**src/rtl/hazard_pkg.sv**
```systemverilog
// Shared types and helpers for the pipeline hazard controller.
//   fwd_sel_t       : E-stage ALU operand source select.
//   memwait_state_t : data-memory wait FSM states.
//   WAIT_W          : width of the memory-wait cycle counter.
//   fwd_select()    : forwarding priority rule (M over W, register 0 never matches).
package hazard_pkg;

    typedef enum logic [1:0] {
        FWD_RF  = 2'b00,
        FWD_WB  = 2'b01,
        FWD_MEM = 2'b10
    } fwd_sel_t;

    typedef enum logic {
        IDLE    = 1'b0,
        MEMWAIT = 1'b1
    } memwait_state_t;

    localparam int WAIT_W = 8;

    // The younger instruction in M wins over W because it holds the newer value.
    function automatic fwd_sel_t fwd_select(
        input logic [4:0] src,
        input logic [4:0] wreg_m,
        input logic       rw_m,
        input logic [4:0] wreg_w,
        input logic       rw_w
    );
        fwd_sel_t sel;
        if ((src != 5'd0) && (src == wreg_m) && rw_m) begin
            sel = FWD_MEM;
        end else if ((src != 5'd0) && (src == wreg_w) && rw_w) begin
            sel = FWD_WB;
        end else begin
            sel = FWD_RF;
        end
        return sel;
    endfunction

endpackage

```
**src/rtl/sat_counter.sv**
```systemverilog
// Saturating up-counter used for the hazard performance counters.
//   clk   : clock
//   reset : asynchronous active-low reset (count -> 0)
//   clr   : synchronous clear, wins over inc
//   inc   : add one this cycle unless already at all-ones
//   count : registered count value
module sat_counter #(
    parameter int W = 16
) (
    input  logic         clk,
    input  logic         reset,
    input  logic         clr,
    input  logic         inc,
    output logic [W-1:0] count
);

    logic [W-1:0] count_r;

    // Count register: clear first, then saturating increment.
    always_ff @(posedge clk or negedge reset) begin
        if (!reset) begin
            count_r <= {W{1'b0}};
        end else if (clr) begin
            count_r <= {W{1'b0}};
        end else if (inc && (count_r != {W{1'b1}})) begin
            count_r <= count_r + W'(1);
        end else begin
            count_r <= count_r;
        end
    end

    assign count = count_r;

endmodule

```
**src/rtl/hazard_unit.sv**
```systemverilog
// Hazard, forwarding and stall controller for the 5-stage MIPS pipeline.
// Inputs : per-stage register numbers and controls (D/E/M/W), dmem_ready from
//          the data memory, cnt_clr to clear the performance counters.
// Outputs: forwarding selects (forwardAD/BD/AE/BE), stall and flush enables,
//          sticky mem_timeout flag, and saturating performance counters
//          stall_cycles / loaduse_events / memwait_cycles.
module hazard_unit
    import hazard_pkg::*;
#(
    parameter int CNT_W       = 16,
    parameter int MEM_TIMEOUT = 16
) (
    input  logic             clk,
    input  logic             reset,
    input  logic [4:0]       rsD,
    input  logic [4:0]       rtD,
    input  logic [4:0]       rsE,
    input  logic [4:0]       rtE,
    input  logic [4:0]       writeregE,
    input  logic [4:0]       writeregM,
    input  logic [4:0]       writeregW,
    input  logic             regwriteE,
    input  logic             regwriteM,
    input  logic             regwriteW,
    input  logic             memtoregE,
    input  logic             memtoregM,
    input  logic             memwriteM,
    input  logic             branchD,
    input  logic             pcsrcD,
    input  logic             jumpD,
    input  logic             dmem_ready,
    input  logic             cnt_clr,
    output logic             stallF,
    output logic             stallD,
    output logic             stallE,
    output logic             stallM,
    output logic             flushD,
    output logic             flushE,
    output logic             flushW,
    output logic             forwardAD,
    output logic             forwardBD,
    output logic [1:0]       forwardAE,
    output logic [1:0]       forwardBE,
    output logic             mem_timeout,
    output logic [CNT_W-1:0] stall_cycles,
    output logic [CNT_W-1:0] loaduse_events,
    output logic [CNT_W-1:0] memwait_cycles
);

    logic              lwstall_s;
    logic              branchstall_s;
    logic              memstall_s;
    logic              stall_fd_s;
    memwait_state_t    state_r;
    memwait_state_t    state_next_s;
    logic [WAIT_W-1:0] wait_cnt_r;
    logic [WAIT_W-1:0] wait_cnt_next_s;
    logic              timeout_set_s;
    logic              mem_timeout_r;

    // Forwarding selects for the E-stage ALU and the D-stage branch comparator.
    always_comb begin
        forwardAE = fwd_select(rsE, writeregM, regwriteM, writeregW, regwriteW);
        forwardBE = fwd_select(rtE, writeregM, regwriteM, writeregW, regwriteW);
        forwardAD = (rsD != 5'd0) && (rsD == writeregM) && regwriteM;
        forwardBD = (rtD != 5'd0) && (rtD == writeregM) && regwriteM;
    end

    // Hazard detection and the resulting stall/flush enables. A memory stall
    // holds E, so the load-use/branch bubble into E must not be inserted then.
    always_comb begin
        lwstall_s     = memtoregE && ((rsD == rtE) || (rtD == rtE));
        branchstall_s = branchD &&
                        ((regwriteE && ((writeregE == rsD) || (writeregE == rtD))) ||
                         (memtoregM && ((writeregM == rsD) || (writeregM == rtD))));
        memstall_s    = (memtoregM || memwriteM) && !dmem_ready;
        stall_fd_s    = lwstall_s || branchstall_s || memstall_s;
        stallF        = stall_fd_s;
        stallD        = stall_fd_s;
        stallE        = memstall_s;
        stallM        = memstall_s;
        flushE        = (lwstall_s || branchstall_s) && !memstall_s;
        flushW        = memstall_s;
        flushD        = (pcsrcD || jumpD) && !stall_fd_s;
    end

    // Memory-wait FSM state register.
    always_ff @(posedge clk or negedge reset) begin
        if (!reset) begin
            state_r <= IDLE;
        end else begin
            state_r <= state_next_s;
        end
    end

    // Memory-wait FSM next state: leave MEMWAIT once the access completes or vanishes.
    always_comb begin
        state_next_s = state_r;
        case (state_r)
            IDLE:    state_next_s = memstall_s ? MEMWAIT : IDLE;
            MEMWAIT: state_next_s = memstall_s ? MEMWAIT : IDLE;
            default: state_next_s = IDLE;
        endcase
    end

    // Memory-wait FSM outputs: next wait count and the timeout trigger, which
    // fires on the edge where the count reaches the limit and the wait persists.
    always_comb begin
        wait_cnt_next_s = {WAIT_W{1'b0}};
        timeout_set_s   = 1'b0;
        case (state_r)
            IDLE: begin
                wait_cnt_next_s = {WAIT_W{1'b0}};
                timeout_set_s   = 1'b0;
            end
            MEMWAIT: begin
                if (wait_cnt_r != {WAIT_W{1'b1}}) begin
                    wait_cnt_next_s = wait_cnt_r + 8'd1;
                end else begin
                    wait_cnt_next_s = wait_cnt_r;
                end
                timeout_set_s = memstall_s && (wait_cnt_next_s == WAIT_W'(MEM_TIMEOUT));
            end
            default: begin
                wait_cnt_next_s = {WAIT_W{1'b0}};
                timeout_set_s   = 1'b0;
            end
        endcase
    end

    // Wait counter and sticky timeout flag; only reset clears the flag.
    always_ff @(posedge clk or negedge reset) begin
        if (!reset) begin
            wait_cnt_r    <= {WAIT_W{1'b0}};
            mem_timeout_r <= 1'b0;
        end else begin
            wait_cnt_r    <= wait_cnt_next_s;
            mem_timeout_r <= mem_timeout_r || timeout_set_s;
        end
    end

    assign mem_timeout = mem_timeout_r;

    sat_counter #(.W(CNT_W)) u_stall_cnt (
        .clk   (clk),
        .reset (reset),
        .clr   (cnt_clr),
        .inc   (stall_fd_s),
        .count (stall_cycles)
    );

    sat_counter #(.W(CNT_W)) u_loaduse_cnt (
        .clk   (clk),
        .reset (reset),
        .clr   (cnt_clr),
        .inc   (lwstall_s && !memstall_s),
        .count (loaduse_events)
    );

    sat_counter #(.W(CNT_W)) u_memwait_cnt (
        .clk   (clk),
        .reset (reset),
        .clr   (cnt_clr),
        .inc   (memstall_s),
        .count (memwait_cycles)
    );

endmodule

```
**config.mk**
```make
export PLATFORM = sky130hd
export DESIGN_NAME = hazard_unit
export DESIGN_NICKNAME = d
export VERILOG_FILES = /design/src/rtl/hazard_pkg.sv /design/src/rtl/sat_counter.sv /design/src/rtl/hazard_unit.sv
export SDC_FILE = /design/constraint.sdc
export NUM_CORES = 1
export LEC_CHECK = 0
export ABC_AREA = 1
export BUFFER_PORTS_ARGS = -buffer_cell sky130_fd_sc_hd__buf_2
export CORE_UTILIZATION = 55
export CTS_CLUSTER_DIAMETER = 200
export DETAILED_ROUTE_END_ITERATION = 12
export GPL_TIMING_DRIVEN = 0
export HOLD_SLACK_MARGIN = 0.08
export PLACE_DENSITY_LB_ADDON = 0.25
export SYNTH_ARGS = -nofsm -noshare
export SYNTH_HDL_FRONTEND = slang
export SYNTH_SLANG_ARGS = --single-unit
```
**constraint.sdc**
```tcl
create_clock -name clk -period 4.6 [get_ports clk]
set_input_delay 0.46 -clock clk [delete_from_list [all_inputs] [get_ports clk]]
set_output_delay 0.46 -clock clk [all_outputs]
set_load 0.1 [all_outputs]
```
==> impl_metrics.tcl <==
set metrics [dict create \
    power.share.switching_pct 35.1 \
    switchingPower_mw 0.449 \
    critPathSlowestCell "buf_2" \
    rsz0062_at_grt "false" \
    grt_pass1_wl_um 19300 \
    hold_slack_ns 0.169 \
    wirelength_um 11600 \
    ctsResizeCount 0 \
    synth_edf_count 0 \
    status "complete, no violations" \
    chipHeight_um 90.7 \
    htreeDepth 3 \
    die_x_um 90.7 \
    routedWlPerCell_um 13.8 \
    synth_fp_nets 677 \
    drc 0 \
    viasPerCell 5.52 \
    row_count 31 \
    cp_cell_sequence "buf_2 > inv_1 > nand2_1 > nand2_1 > nor2_1 > nand3_1 > nand2_1 > nand2_1 > nand2_1 > nand2_2 > nand3_4 > buf_4 > buf_4 > buf_2" \
    grt_pass1_vias 4246 \
    max-vdd-ir-drop_mv 0.146 \
    ys_seq_area_share_pct 33.6 \
    ys_ff_latch 58 \
    crit_top_cell "nand2_1" \
    pwr-share-seq_pct 41.5 \
    hold_class "in2async" \
    crit_arrival_ns 2.24 \
    num_vias 4659 \
    cts_buffers 9 \
    yosys_warnings 0 \
    clkSlewWorstSetupHoldPaths_ns 0.06 \
    clock_sinks 58 \
    start_kind "input pin" \
    drive_above_1_share_pct 21.2 \
    nNetsFinal 792 \
    design.die.area_mm2 0.00822 \
    critPathLaunch "rsD[0]" \
    max_freq_mhz 370 \
    fin_crit_sh_pct 58.7 \
    setup.worst_path.end_class "output pin" \
    max_stage_delay_ns 0.41 \
    max-slew-margin-rel_pct 50.7 \
    antenna_cells 0 \
    ys.flop_type "dfrtp_1" \
    reg2reg_to "u_memwait_cnt.count[12]" \
    synth_area_mm2 0.00432 \
    cts_root_buf "clkbuf_8" \
    rr_worst_depth 10 \
    final_cell_mix "nand2_1, buf_2, inv_1" \
    crit_type "in2out" \
    grt_max_degree 59 \
    multiInputGateArea_mm2 0.00240 \
    clkLatencyLatePin_ns 0.35 \
    cts.path.max_buffers 2 \
    grt-ovfl-total 0 \
    first_pass_iters 5 \
    cts_tree "done" \
    final.setup.tns_ns 0 \
    cts_hold_buffers 0 \
    drv_cap 0 \
    cp.required_ns 4.14 \
    synthArstFlopShare_pct 100 \
    layout_min_cycle_time_ns 2.70 \
    gp_congestion 0.908 \
    gr-usage-all-layers_pct 28.9 \
    antenna_found_initial 0 \
    final_common_cell "nand2_1" \
    cts_setup_buffers 0 \
    crit_path_max_fanout 11 \
    syn_to_final_growth_pct 19.6 \
    fillCellCount 632 \
    rrSetupSlack_ns 2.57 \
    final_antenna_net_count 0 \
    pin_count 110 \
    p_clk_share_pct 35.4 \
    port_buffers 104 \
    finalPower_mw 1.28 \
    syn_avg_cell_area_um2 6.92 \
    hpwl_um 8610 \
    setup_viol 0 \
    synthDistinctLibCells 42 \
    hold_violations 0 \
    postSynthCellCount 625 \
    leakagePower_nw 2.75 \
    p_int_mw 0.831 \
    final_max_slew_viol_count 0 \
    power_density_mw_per_mm2 247 \
    worstMarginPinSlew_ns 0.740 \
    reg2reg_from "u_memwait_cnt.count[0]" \
    coreArea_mm2 0.00741 \
    drt_iter0_markers 251 \
    final.setup_skew_ns 0.0128 \
    start_util_pct 58.4 \
    p_comb_share_pct 23.1 \
    seq_area_mm2 0.00145 \
]
## Yosys cell counts (5+ instances only)
library cell    n  area share [%]
nor2_1         76             6.6
nor3_1         17             2.0
xor2_1         33             6.7
nand4_1        24             3.5
buf_2           8            0.93
buf_4           6             1.0
dfrtp_1        58              34
clkbuf_1        5            0.43
nand3_1        54             6.3
inv_1          94             8.2
a21oi_1        15             1.7
o21ai_0        37             4.3
nor4_1          6            0.87
nand2_1       128              11
xnor2_1        13             2.6
nand3_2         5             1.2
## registers in the layout, summed over array words and instances (netlist names)
name and count:
state_r 1, u_memwait_cnt.count 16, mem_timeout 1, wait_cnt_r 8, u_stall_cnt.count 16, u_loaduse_cnt.count 16
## per-layer routing
metal	part of all wire, %	global-route usage, %	vias to the layer above	routed length (µm)
met5	0	0	-	0
met4	1.3	10.9	0	157
met3	5.7	4.55	15	668
met2	49	49.6	172	5720
met1	44	36.6	2209	5100
li1	-	-	2263	-
## power by group through the flow
stage / logic (mW) / registers, mW / clock network, mW
after detailed placement: 0.293 / 0.540 / 0
after global placement: 0.288 / 0.539 / 0
after floorplan: 0.156 / 0.593 / 0
after CTS: 0.294 / 0.530 / 0.457
final: 0.296 / 0.530 / 0.453
after global routing: 0.319 / 0.531 / 0.482
## how the worst max path moves through the flow
stage | end | slack [ns] | cells after the start
global route | flushD | 1.77 | 14
CTS | stallF | 1.93 | 14
detailed placement | stallF | 1.93 | 14
global placement | stallF | 1.95 | 14
floorplan | forwardBE[0] | 0.18 | 5
finish | stallF | 1.90 | 14
## layout make-up
class	count	share of cell area, %
Tap cell	99	2.40
Timing Repair Buffer	104	10.1
Buffer	21	2.40
Clock inverter	4	0.484
Sequential cell	58	28.1
Inverter	96	6.97
Clock buffer	12	3.19
Multi-Input combinational cell	450	46.4
## cells by family (layout without fill, tap and decap cells)
family	Yosys count	in the layout	share of synthesized area (%)
fa+ha+maj	4	4	1.16
buf+inv	117	237	11.2
xor+xnor	46	46	9.32
simple gates	326	326	34.8
flops	58	58	33.6
compound gates	74	74	9.93
## metrics by stage
step | setup slack (ns) | std cells | util (%) | instance area, µm²
floorplan | 0.181 | 625 | - | 4330
global placement | 1.95 | 828 | 67.2 | 4980
detailed placement | 1.93 | 828 | 67.2 | 4980
CTS | 1.93 | 844 | 69.8 | 5170
global route | 1.77 | 844 | 69.8 | 5170
finish | 1.90 | 844 | 69.8 | 5170
## critical path: cells and delay by family
family / cells / cell delay, ns
buffers and inverters: 5 / 0.95
and+or+nand+nor: 9 / 0.83
No activity file was read; power rests on OpenSTA's default activity.
